--- config.mk ---
export PLATFORM = sky130hd
export DESIGN_NAME = shift_deserializer_flat
export DESIGN_NICKNAME = d
export VERILOG_FILES = /design/src/rtl/shift_deserializer_if.sv /design/src/rtl/shift_deserializer.sv /design/src/flat_wrapper.sv
export SDC_FILE = /design/constraint.sdc
export NUM_CORES = 1
export LEC_CHECK = 0
export CAP_MARGIN = 20
export CORE_MARGIN = 2
export CORE_UTILIZATION = 45
export DETAILED_ROUTE_END_ITERATION = 10
export GPL_TIMING_DRIVEN = 0
export PLACE_DENSITY = 0.76
export RECOVER_POWER = 100
export SYNTH_ARGS = -nofsm -noshare
export SYNTH_HDL_FRONTEND = slang
export SYNTH_SLANG_ARGS = --single-unit
--- constraint.sdc ---
create_clock -name clk -period 2.9 [get_ports clk]
set_input_delay 0.58 -clock clk [delete_from_list [all_inputs] [get_ports clk]]
set_output_delay 0.58 -clock clk [all_outputs]
set_load 0.05 [all_outputs]
--- src/rtl/shift_deserializer_if.sv ---
// Bundle of the serial input side and the parallel word output side of shift_deserializer.
// The producer/consumer uses the master modport; the receiver uses the slave modport.
interface shift_deserializer_if #(
  parameter int unsigned WIDTH = 4
);
  logic             serial_in;
  logic             bit_valid;
  logic             start;
  logic             dir;
  logic             clr;
  logic             word_ready;
  logic [WIDTH-1:0] word_out;
  logic             word_valid;
  logic             busy;
  logic             overrun;

  modport master (
    output serial_in, bit_valid, start, dir, clr, word_ready,
    input  word_out, word_valid, busy, overrun
  );

  modport slave (
    input  serial_in, bit_valid, start, dir, clr, word_ready,
    output word_out, word_valid, busy, overrun
  );
endinterface

--- src/rtl/shift_deserializer.sv ---
// Serial-to-parallel receiver: reassembles WIDTH-bit frames in either bit order and
// presents them through a double-buffered valid/ready port with a sticky overrun flag.
module shift_deserializer #(
  parameter int unsigned WIDTH = 4
) (
  input logic                  clk,
  input logic                  rst,
  shift_deserializer_if.slave  bus
);
  localparam int unsigned CntW = $clog2(WIDTH + 1);

  typedef enum logic [0:0] {StIdle, StShift} state_e;

  state_e           state_q, state_d;
  logic [WIDTH-1:0] shift_q, shift_d;
  logic [CntW-1:0]  count_q, count_d;
  logic             dir_q, dir_d;
  logic [WIDTH-1:0] word_q, word_d;
  logic             valid_q, valid_d;
  logic             ovr_q, ovr_d;

  logic             dir_eff;
  logic [WIDTH-1:0] base;
  logic [WIDTH-1:0] shifted;
  logic             complete;

  // A start clears the frame, so the first bit shifts into a zeroed register with the new dir.
  assign dir_eff = bus.start ? bus.dir : dir_q;
  assign base    = bus.start ? '0 : shift_q;
  assign shifted = dir_eff ? {bus.serial_in, base[WIDTH-1:1]}
                           : {base[WIDTH-2:0], bus.serial_in};

  always_comb begin
    state_d  = state_q;
    shift_d  = shift_q;
    count_d  = count_q;
    dir_d    = dir_q;
    complete = 1'b0;

    unique case (state_q)
      StIdle: begin
        if (bus.start) begin
          state_d = StShift;
          dir_d   = bus.dir;
          shift_d = '0;
          count_d = '0;
          if (bus.bit_valid) begin
            shift_d = shifted;
            count_d = CntW'(1);
          end
        end
      end
      StShift: begin
        if (bus.start) begin
          dir_d   = bus.dir;
          shift_d = '0;
          count_d = '0;
          if (bus.bit_valid) begin
            shift_d = shifted;
            count_d = CntW'(1);
          end
        end else if (bus.bit_valid) begin
          shift_d = shifted;
          if (count_q == CntW'(WIDTH - 1)) begin
            complete = 1'b1;
            count_d  = '0;
            state_d  = StIdle;
          end else begin
            count_d = count_q + 1'b1;
          end
        end
      end
      default: state_d = StIdle;
    endcase
  end

  always_comb begin
    word_d  = word_q;
    valid_d = valid_q && !bus.word_ready;
    ovr_d   = bus.clr ? 1'b0 : ovr_q;
    if (complete) begin
      if (!valid_q || bus.word_ready) begin
        word_d  = shifted;
        valid_d = 1'b1;
      end else begin
        ovr_d = 1'b1;  // set beats a same-edge clr
      end
    end
  end

  always_ff @(posedge clk or negedge rst) begin
    if (!rst) begin
      state_q <= StIdle;
      shift_q <= '0;
      count_q <= '0;
      dir_q   <= 1'b0;
      word_q  <= '0;
      valid_q <= 1'b0;
      ovr_q   <= 1'b0;
    end else begin
      state_q <= state_d;
      shift_q <= shift_d;
      count_q <= count_d;
      dir_q   <= dir_d;
      word_q  <= word_d;
      valid_q <= valid_d;
      ovr_q   <= ovr_d;
    end
  end

  assign bus.word_out   = word_q;
  assign bus.word_valid = valid_q;
  assign bus.busy       = (state_q == StShift);
  assign bus.overrun    = ovr_q;
endmodule

--- src/flat_wrapper.sv ---
// flat-port wrapper written by rule: the top's interface ports become plain ports
module shift_deserializer_flat 
#(
  parameter int unsigned WIDTH = 4
)
  (clk, rst, bus_serial_in, bus_bit_valid, bus_start, bus_dir, bus_clr, bus_word_ready, bus_word_out, bus_word_valid, bus_busy, bus_overrun);
  shift_deserializer_if #(.WIDTH(WIDTH)) bus_i ();
  input logic clk;
  input logic rst;
  input wire logic [$bits(bus_i.serial_in)-1:0] bus_serial_in;
  input wire logic [$bits(bus_i.bit_valid)-1:0] bus_bit_valid;
  input wire logic [$bits(bus_i.start)-1:0] bus_start;
  input wire logic [$bits(bus_i.dir)-1:0] bus_dir;
  input wire logic [$bits(bus_i.clr)-1:0] bus_clr;
  input wire logic [$bits(bus_i.word_ready)-1:0] bus_word_ready;
  output wire logic [$bits(bus_i.word_out)-1:0] bus_word_out;
  output wire logic [$bits(bus_i.word_valid)-1:0] bus_word_valid;
  output wire logic [$bits(bus_i.busy)-1:0] bus_busy;
  output wire logic [$bits(bus_i.overrun)-1:0] bus_overrun;
  assign bus_i.serial_in = bus_serial_in;
  assign bus_i.bit_valid = bus_bit_valid;
  assign bus_i.start = bus_start;
  assign bus_i.dir = bus_dir;
  assign bus_i.clr = bus_clr;
  assign bus_i.word_ready = bus_word_ready;
  assign bus_word_out = bus_i.word_out;
  assign bus_word_valid = bus_i.word_valid;
  assign bus_busy = bus_i.busy;
  assign bus_overrun = bus_i.overrun;
  shift_deserializer #(.WIDTH(WIDTH)) u_core (.clk(clk), .rst(rst), .bus(bus_i));
endmodule
==> flow_summary.ini <==
[critical_path]
worstPathMaxFanout = 8
crit_chain = dlygate4sd3_1
crit_arrival_ns = 1.67
worstPathRequired_ns = 2.32
reg2reg_setup_slack_ns = 1.26
crit_family = buffers and inverters
start_kind = flip-flop
cpMaxStageDelayCell = dlygate4sd3_1
cpPeakStageDelay_ns = 0.91
cp-end-kind = output port
path_class = reg2out
path_buf_inv = 1
reg2reg_from = u_core.bus.busy
worstSetupStartpoint = u_core.bus.busy

[route]
detail-route-antenna-nets = 0
wirelength_mm = 1.29
vias_per_cell = 5.44
vias = 511
drc = 0
drt_iter0_drc = 7
drtPass1Iterations = 4
post_drt_wl_per_cell_um = 13.7

[min_path]
hold_start = u_core.bus.word_out[2]
hold_path.class = reg2reg

[timing]
worst_pin_slew_ns = 0.681
whs_ns = 0.505
fin_tns_setup_ns = 0
fin_crit_ns = 2.25
maxSlewViolCount = 0
fin_worst_skew_ns = 0.00400
final_hold_viol_count = 0
fmax_ghz = 0.444
grt_setup_unrepaired = false
relSlewSlack = 0.544
fin_crit_sh = 0.777
finalSetupViolations = 0

[layout]
drive_gt1_frac = 0.141
final_util = 0.593
mostFrequentLayoutCells = dfrtp_1 (15), dlygate4sd3_1 (10), nand2_1 (7), inv_1 (6)
mostFrequentLayoutCell = dfrtp_1
syn_to_final_growth_pct = 25.4
fin_nets = 88
multi_input_comb_area_um2 = 288
fill_cells = 131
seqCellArea_um2 = 375
antenna_cells = 0

[pwr]
p_leak_nw = 0.409
power.total_mw = 0.529
power_density_nw_per_um2 = 599
peakVddDrop_v = 0.000468

[placed_design]
place.gp.congestion = 0.741
io_buffers = 14
dpl.hpwl_um = 979

[logic_synthesis]
async_flop_share = 1.00
ys_ff_latch = 15
yosys.cell_types.count = 24
synth-seq-area-share = 0.533
synth_enable_flop_cells = 0
syn-instance-count = 60
synth_flop_cell = dfrtp_1
synth.avg_cell_area_um2 = 11.7
yosysWarnings = 0
synthesis.area_um2 = 704
synth_fp_nets = 69

[clock_network]
cts_tree = done
cts-root-buf = clkbuf_4
clk_pin_slew_worst_paths_ns = 0.09
numCtsBuffers = 3
postCtsSetupBuffers = 0
cts_hold_buf = 0
cts.path.max_buffers = 2
cts_resized = 0
htreeDepth = 1
clk_latency_ns = 0.29
cts.sinks = 15

[grt]
grt_pass1_vias = 514
grt_antenna_before_repair = 0
grtUsageTotal = 0.162
grt_first_pass_wirelength_mm = 2.20
grt_max_degree = 16
overflow = 0

[die]
fp-row-count = 14
die_h_um = 43.6
die_width_um = 43.6
initial_utilization = 0.473
io_pins = 15
core_area_um2 = 1490
die_area_um2 = 1900

[outcome]
outcome = finished, final reports clean

[job]
cap_violations = 0
-- layer usage --
metal  vias to the layer above  share of wire  wire [µm]  GRT usage
met5                         -              0          0          0
met4                         0          0.010         13     0.0485
met3                         2          0.072         93     0.0792
met2                        17           0.48        625      0.271
met1                       245           0.43        558      0.181
li1                        247              -          -          -
-- kinds of logic after synthesis --
family / count (synthesis) / synth area share
simple gates: 17 / 0.163
flops: 15 / 0.533
buf+inv: 7 / 0.0480
mux: 9 / 0.137
fa+ha+maj: 1 / 0.0178
compound gates: 11 / 0.101
-- flip-flops by register name, indices dropped and copies added (netlist names) --
signal                 flops
u_core.bus.overrun         1
u_core.count_q             3
u_core.bus.busy            1
u_core.bus.word_valid      1
u_core.bus.word_out        4
u_core.shift_q             4
u_core.dir_q               1
-- cell usage after synthesis, types with 2 or more instances --
master,number,share of area
a21oi_1,2,0.014
dfrtp_1,15,0.53
inv_1,6,0.032
mux2_2,5,0.080
mux2i_1,4,0.057
nand2_1,6,0.032
nor2_1,2,0.011
nor2b_1,2,0.018
o21ai_0,3,0.021
-- final timing paths --
kind                                          end  cells past startpoint
setup / recovery                         bus_busy                      1
hold / removal             u_core.bus.word_out[2]                      1
setup reg to reg           u_core.bus.word_out[1]                      3
hold reg to reg            u_core.bus.word_out[2]                      1
max in group asynchronous  u_core.bus.word_out[0]                      1
min in group asynchronous      u_core.bus.overrun                      1
-- cell type report --
type | count | area share
inverters | 6 | 0.0255
multi-input cells | 38 | 0.326
well taps | 16 | 0.0227
plain buffers | 1 | 0.0127
clock buffers | 4 | 0.0297
flip-flops and latches | 15 | 0.425
repair buffers | 14 | 0.159
-- power by group --
group          internal (mW)  total [mW]  leakage [nW]  switching [mW]
registers              0.235       0.252         0.192          0.0164
logic                 0.0553       0.157         0.203           0.102
clock network         0.0536       0.121        0.0150          0.0670
total                  0.344       0.529         0.409           0.185
-- stage by stage --
stage	cell area, µm²	worst slack (ns)	cells
after global routing	883	0.595	94
final	883	0.646	94
after CTS	891	0.646	94
after floorplan	704	1.20	60
after global placement	865	0.645	90
after detailed placement	865	0.645	90
(Power assumes the default switching activity.)
==> edit 1, RTL diff (same settings) <==
`WIDTH` is set to 4 in 3 places; all go to 16.
--- a/src/rtl/shift_deserializer_if.sv
+++ b/src/rtl/shift_deserializer_if.sv
@@ -3,3 +3,3 @@
 interface shift_deserializer_if #(
-  parameter int unsigned WIDTH = 4
+  parameter int unsigned WIDTH = 16
 );
--- a/src/rtl/shift_deserializer.sv
+++ b/src/rtl/shift_deserializer.sv
@@ -3,3 +3,3 @@
 module shift_deserializer #(
-  parameter int unsigned WIDTH = 4
+  parameter int unsigned WIDTH = 16
 ) (
--- a/src/flat_wrapper.sv
+++ b/src/flat_wrapper.sv
@@ -3,3 +3,3 @@
 #(
-  parameter int unsigned WIDTH = 4
+  parameter int unsigned WIDTH = 16
 )
Interface: changed (resized bus_word_out); port bits go from 15 to 27. No check against the original RTL was run, so the function may have changed too.
==> edit 1 against the original RTL <==
The flow now finishes with violations (capacitance limit, slew limit); clock power rose to 3.4 times the old value; highest routed layer unchanged; global-route usage rose by 2.9 points; via count rose to 2.6 times the old value; final area rose to 2.6 times the old value; hold slack barely moved; total power rose by 110%; routed wire length rose to 2.9 times the old value; sequential cell count rose by 26; synthesized area rose to 2.7 times the old value; sequential share of layout area rose by 2.5 points; die area rose by 150%; register-to-register slack got worse by 0.47 ns; largest cell class unchanged; sequential power rose by 130%; setup slack got worse by 0.093 ns.
==> edit 1: results (changes against the original RTL) <==
[run_status]
status=finished, violations left  ; was complete, no violations
violations=capacitance limit, slew limit

[clocking]
clk_pin_slew_ns=0.08
htreeDepth=2  ; was 1
cts_inserted_buffers=5  ; was 3
postCtsHoldBufs=0  ; unchanged
root_buffer=clkbuf_8  ; was clkbuf_4

[yosys]
synthTopCellsByCount=41 x dfrtp_1, 21 x nor2_1, 17 x mux2_2  ; was 15 x dfrtp_1, 6 x inv_1, 6 x nand2_1
synth_xor_area_frac=0.00466  ; was 0
synth_compound_area_frac=0.0979  ; was 0.101
synthAdderAreaFrac=0.00666  ; was 0.0178
synthCells=155  ; was 60
seq_area_frac_synth=0.546  ; was 0.533
synth_area_leaders=dfrtp_1 55%, mux2_2 10%, mux2i_1 8.5%  ; was dfrtp_1 53%, mux2_2 8.0%, mux2i_1 5.7%
yosysUniqueCellTypes=27  ; was 24
muxShareOfSynthArea=0.187  ; was 0.137

[pwr]
leakage_nw=1.17  ; was 0.409 nW
ir_worst_vdd_mv=0.279  ; was 0.468 mV

[detailed_routing]
m1WireLength_um=1770  ; was 558 um
dr.pass1.iters=6  ; was 4
drt_iter0_drc=71  ; was 7
viasPerCell=5.55  ; was 5.44
avgRoutedWirePerCell_um=15.9  ; was 13.7 um
wl_met2_um=1770  ; was 625 um
wl_met3_um=206  ; was 93 um
postRouteWirelength_um=3790  ; was 1290 um

[sta]
fin_worst_skew_ns=0.00213  ; was 0.00400 ns
drv_slew=42  ; was 0
slew_headroom=-0.403  ; was 0.544

[grt]
use_met2=0.288  ; was 0.271
track_usage=0.191  ; was 0.162
grt_start_max_net_pins=42  ; was 16
grt.met3_usage=0.0503  ; was 0.0792
grt_pass1_vias=1323  ; was 514
use_met1=0.261  ; was 0.181
antenna_found_initial=0  ; unchanged
grt_pass1_wl_um=6520  ; was 2200 um

[placed_design]
io_buffers=25  ; was 14
place_inst=230  ; was 90
post-place-ws_ns=0.289  ; was 0.645 ns
gp_congestion=0.802  ; was 0.741
placed_area_sq_um=2190  ; was 865 sq um
hpwl_um=2660  ; was 979 um

[setup_path]
reg2reg_depth=5  ; was 3
worst-endpoint-arrival_ns=2.58  ; was 1.67 ns
critPathMaxStageDelay_ns=0.59  ; was 0.91 ns
critPathMaxFanout=10  ; was 8

[final_layout]
drive_gt1_frac=0.165  ; was 0.141
layout.nets=196  ; was 88

[run]
drv_cap=1  ; was 0

[worst_hold_path]
hold_path_class=reg -> reg  ; unchanged

==> edit 1: cell count changes after synthesis, sizes merged, moves of 3 or more <==
| cell | change |
|---|---|
| a22o | +12 |
| nor2 | +19 |
| inv | -3 |
| mux2i | +12 |
| nor3b | +3 |
| buf | +4 |
| dfrtp | +26 |
| mux2 | +12 |
| clkbuf | +5 |
| nand3 | +5 |
==> edit 1: area by class of cell <==
| class | instances | area, sq um |
|---|---|---|
| fillers | 340 | 1720 |
| flip-flops and latches | 41 | 1030 |
| multi-input cells | 101 | 786 |
| repair buffers | 25 | 244 |
| clock buffers | 7 | 96.3 |
| well taps | 50 | 62.6 |
| plain buffers | 10 | 47.5 |
| inverters | 3 | 11.3 |
| clock inverters | 1 | 5.00 |
==> edit 1: report_power, final <==
group / total [mW] / internal [mW] / switching (mW) / leakage, nW
combinational: 0.0881 / 0.0331 / 0.0550 / 0.559
clock: 0.408 / 0.215 / 0.193 / 0.0542
sequential: 0.591 / 0.582 / 0.00907 / 0.560
total: 1.09 / 0.830 / 0.257 / 1.17
==> edit 1: worst paths after layout <==
path	slack, ns	endpoint	from
max in group asynchronous	0.80	u_core.shift_q[0]$_DFFE_PN0P_	rst
hold reg to reg	0.51	u_core.bus.word_out[12]$_DFFE_PN0P_	u_core.bus.word_out[12]$_DFFE_PN0P_
setup reg to reg	0.79	u_core.bus.word_out[10]$_DFFE_PN0P_	u_core.count_q[0]$_DFFE_PN0P_
hold / removal	0.51	u_core.bus.word_out[12]$_DFFE_PN0P_	u_core.bus.word_out[12]$_DFFE_PN0P_
min in group asynchronous	0.88	u_core.bus.word_out[14]$_DFFE_PN0P_	rst
setup / recovery	0.55	u_core.shift_q[0]$_DFFE_PN0P_	bus_bit_valid
==> edit 2, RTL diff (config.mk and constraints unchanged) <==
Made on the original files. `shift_q` and `word_q` no longer have a reset.
--- a/src/rtl/shift_deserializer.sv
+++ b/src/rtl/shift_deserializer.sv
@@ -93,6 +93,4 @@
       state_q <= StIdle;
-      shift_q <= '0;
       count_q <= '0;
       dir_q   <= 1'b0;
-      word_q  <= '0;
       valid_q <= 1'b0;
@@ -101,6 +99,4 @@
       state_q <= state_d;
-      shift_q <= shift_d;
       count_q <= count_d;
       dir_q   <= dir_d;
-      word_q  <= word_d;
       valid_q <= valid_d;
@@ -108,2 +104,7 @@
     end
+  end
+
+  always_ff @(posedge clk) begin
+    shift_q <= shift_d;
+    word_q  <= word_d;
   end
Check against the original RTL: differs if rst is asserted again (counterexample within 10 cycles, from zero or initial values and one cycle with rst low); with rst held inactive, the same outputs for 10 cycles.
==> edit 2 against the original RTL <==
Synthesized area down 6.7%; sequential share of layout area up 7.5 points; critical endpoint unchanged; highest routed layer unchanged; final area down 5.9%; critical path type unchanged; routed wire length down 8.8%; die area down 6.1%; final cell count down 6.4%; core utilization up 3.0 points; setup slack better by 0.047 ns; sequential cell count unchanged; critical path depth unchanged; largest cell class unchanged; register-to-register slack worse by 0.10 ns.
Power is not compared: it rests on default switching activity, and its combinational part moved more than twofold at a synthesized area within 25%.
==> edit 2: results (changes against the original RTL) <==
[setup_path]
reg2reg_depth=4  ; was 3
crit_path_end=bus_busy  ; unchanged
critPathMaxStageDelay_ns=0.90
rr_endpoint=u_core.bus.word_out[3]$_DFFE_PP_  ; was u_core.bus.word_out[1]$_DFFE_PN0P_
worstSetupStartpoint=u_core.bus.busy$_DFF_PN0_  ; unchanged
r2r_start=u_core.count_q[0]$_DFFE_PN0P_  ; was u_core.bus.busy$_DFF_PN0_
critical_path.top_delay_family=buffers and inverters  ; unchanged
slowest_stage=dlygate4sd3_1  ; unchanged
critPathMaxFanout=7  ; was 8
reg2reg_slack_ns=1.16  ; was 1.26 ns
worst-endpoint-arrival_ns=1.63  ; was 1.67 ns

[sta]
fin_worst_skew_ns=0.00142  ; was 0.00400 ns
tightest_slew_ns=0.498  ; was 0.681 ns
hold_slack_ns=0.520  ; was 0.505 ns
clock.fmax_mhz=453  ; was 444 MHz

[yosys]
synth.net_count=64  ; was 69
synth_area_leaders=edfxtp_1 37%, dfrtp_1 27%, mux2i_1 4.6%  ; was dfrtp_1 53%, mux2_2 8.0%, mux2i_1 5.7%
ys_warn_count=0  ; unchanged
async_flop_share=0.467  ; was 1.00
synth_edf_count=8  ; was 0
synthTopCellsByCount=8 x edfxtp_1, 7 x dfrtp_1, 7 x nand2_1  ; was 15 x dfrtp_1, 6 x inv_1, 6 x nand2_1
yosysUniqueCellTypes=25  ; was 24
synth-main-ff-cell=edfxtp_1  ; was dfrtp_1
seq_area_frac_synth=0.632  ; was 0.533

[worst_hold_path]
min_to=u_core.count_q[2]$_DFFE_PN0P_  ; was u_core.bus.word_out[2]$_DFFE_PN0P_
hold_depth=1  ; unchanged
min_from=u_core.count_q[2]$_DFFE_PN0P_  ; was u_core.bus.word_out[2]$_DFFE_PN0P_
hold_path_class=reg -> reg  ; unchanged

[pwr]
leakage_nw=0.357

[clocking]
clock_latency_ns=0.28
post-cts-setup-buffers=0  ; unchanged
htreeDepth=1  ; unchanged
cts_inserted_buffers=3  ; unchanged
ctsResizeCount=0  ; unchanged
clockBufferDepth=2  ; unchanged

[final_layout]
fillCellCount=101  ; was 131
drive_gt1_frac=0.0548  ; was 0.141
diodes=0  ; unchanged
layout.nets=83  ; was 88

[grt]
grt_pass1_vias=453  ; was 514
grt.met3_usage=0.0302  ; was 0.0792
track_usage=0.154  ; was 0.162
use_met2=0.252  ; was 0.271
grt_pass1_wl_um=2040  ; was 2200 um
grt_start_max_net_pins=11  ; was 16
use_met1=0.186  ; was 0.181

[placed_design]
gp_congestion=0.766  ; was 0.741
post-place-ws_ns=0.684  ; was 0.645 ns
hpwl_um=914  ; was 979 um

[run_status]
status=complete, no violations  ; unchanged

[detailed_routing]
postRouteWirelength_um=1180  ; was 1290 um
vias=479  ; was 511
drt_iter0_drc=6  ; was 7

edit 2: changes by cell type after synthesis, sizes merged, moves of 2 or more:
cell	before	now
dfrtp	15	7
edfxtp	0	8
mux2	5	0
nor2	2	4
nor3	0	2
o21ai	3	1
edit 2: cell families (layout without fill, tap and decap cells):
group,count (synthesis),in the layout,share of synthesized area
adder cells (fa/ha/maj),1,1,0.0190
flip-flops,15,15,0.632
AO/OA/AOI/OAI,7,7,0.0800
multiplexers,3,3,0.0457
AND/OR/NAND/NOR,23,23,0.187
buffers and inverters,6,24,0.0362
edit 2: routing by layer:
metal | vias up | part of all wire
met5 | - | 0
met4 | 0 | 0.026
met3 | 4 | 0.059
met2 | 20 | 0.50
met1 | 227 | 0.41
li1 | 228 | -
edit 2: cell type report:
class / count / share of cell area
Multi-Input combinational cell: 34 / 0.250
Tap cell: 15 / 0.0226
Buffer: 1 / 0.00452
Inverter: 5 / 0.0226
Sequential cell: 15 / 0.500
Clock buffer: 4 / 0.0316
Timing Repair Buffer: 14 / 0.169
edit 2: through the flow:
| step | instances | power, mW | utilization | area (sq um) |
|---|---|---|---|---|
| after detailed placement | 84 | 0.321 | 0.612 | 816 |
| final | 88 | 0.429 | 0.623 | 831 |
| after global routing | 88 | 0.448 | 0.623 | 831 |
| after floorplan | 55 | 0.293 | - | 657 |
| after CTS | 88 | 0.436 | 0.631 | 842 |
| after global placement | 84 | 0.317 | 0.612 | 816 |
edit 2: report_power, final:
group | total (mW) | internal [mW] | leakage, nW | switching (mW)
Sequential | 0.250 | 0.241 | 0.168 | 0.00942
Clock | 0.116 | 0.0533 | 0.0150 | 0.0625
Combinational | 0.0627 | 0.0269 | 0.174 | 0.0357
Total | 0.429 | 0.321 | 0.357 | 0.108
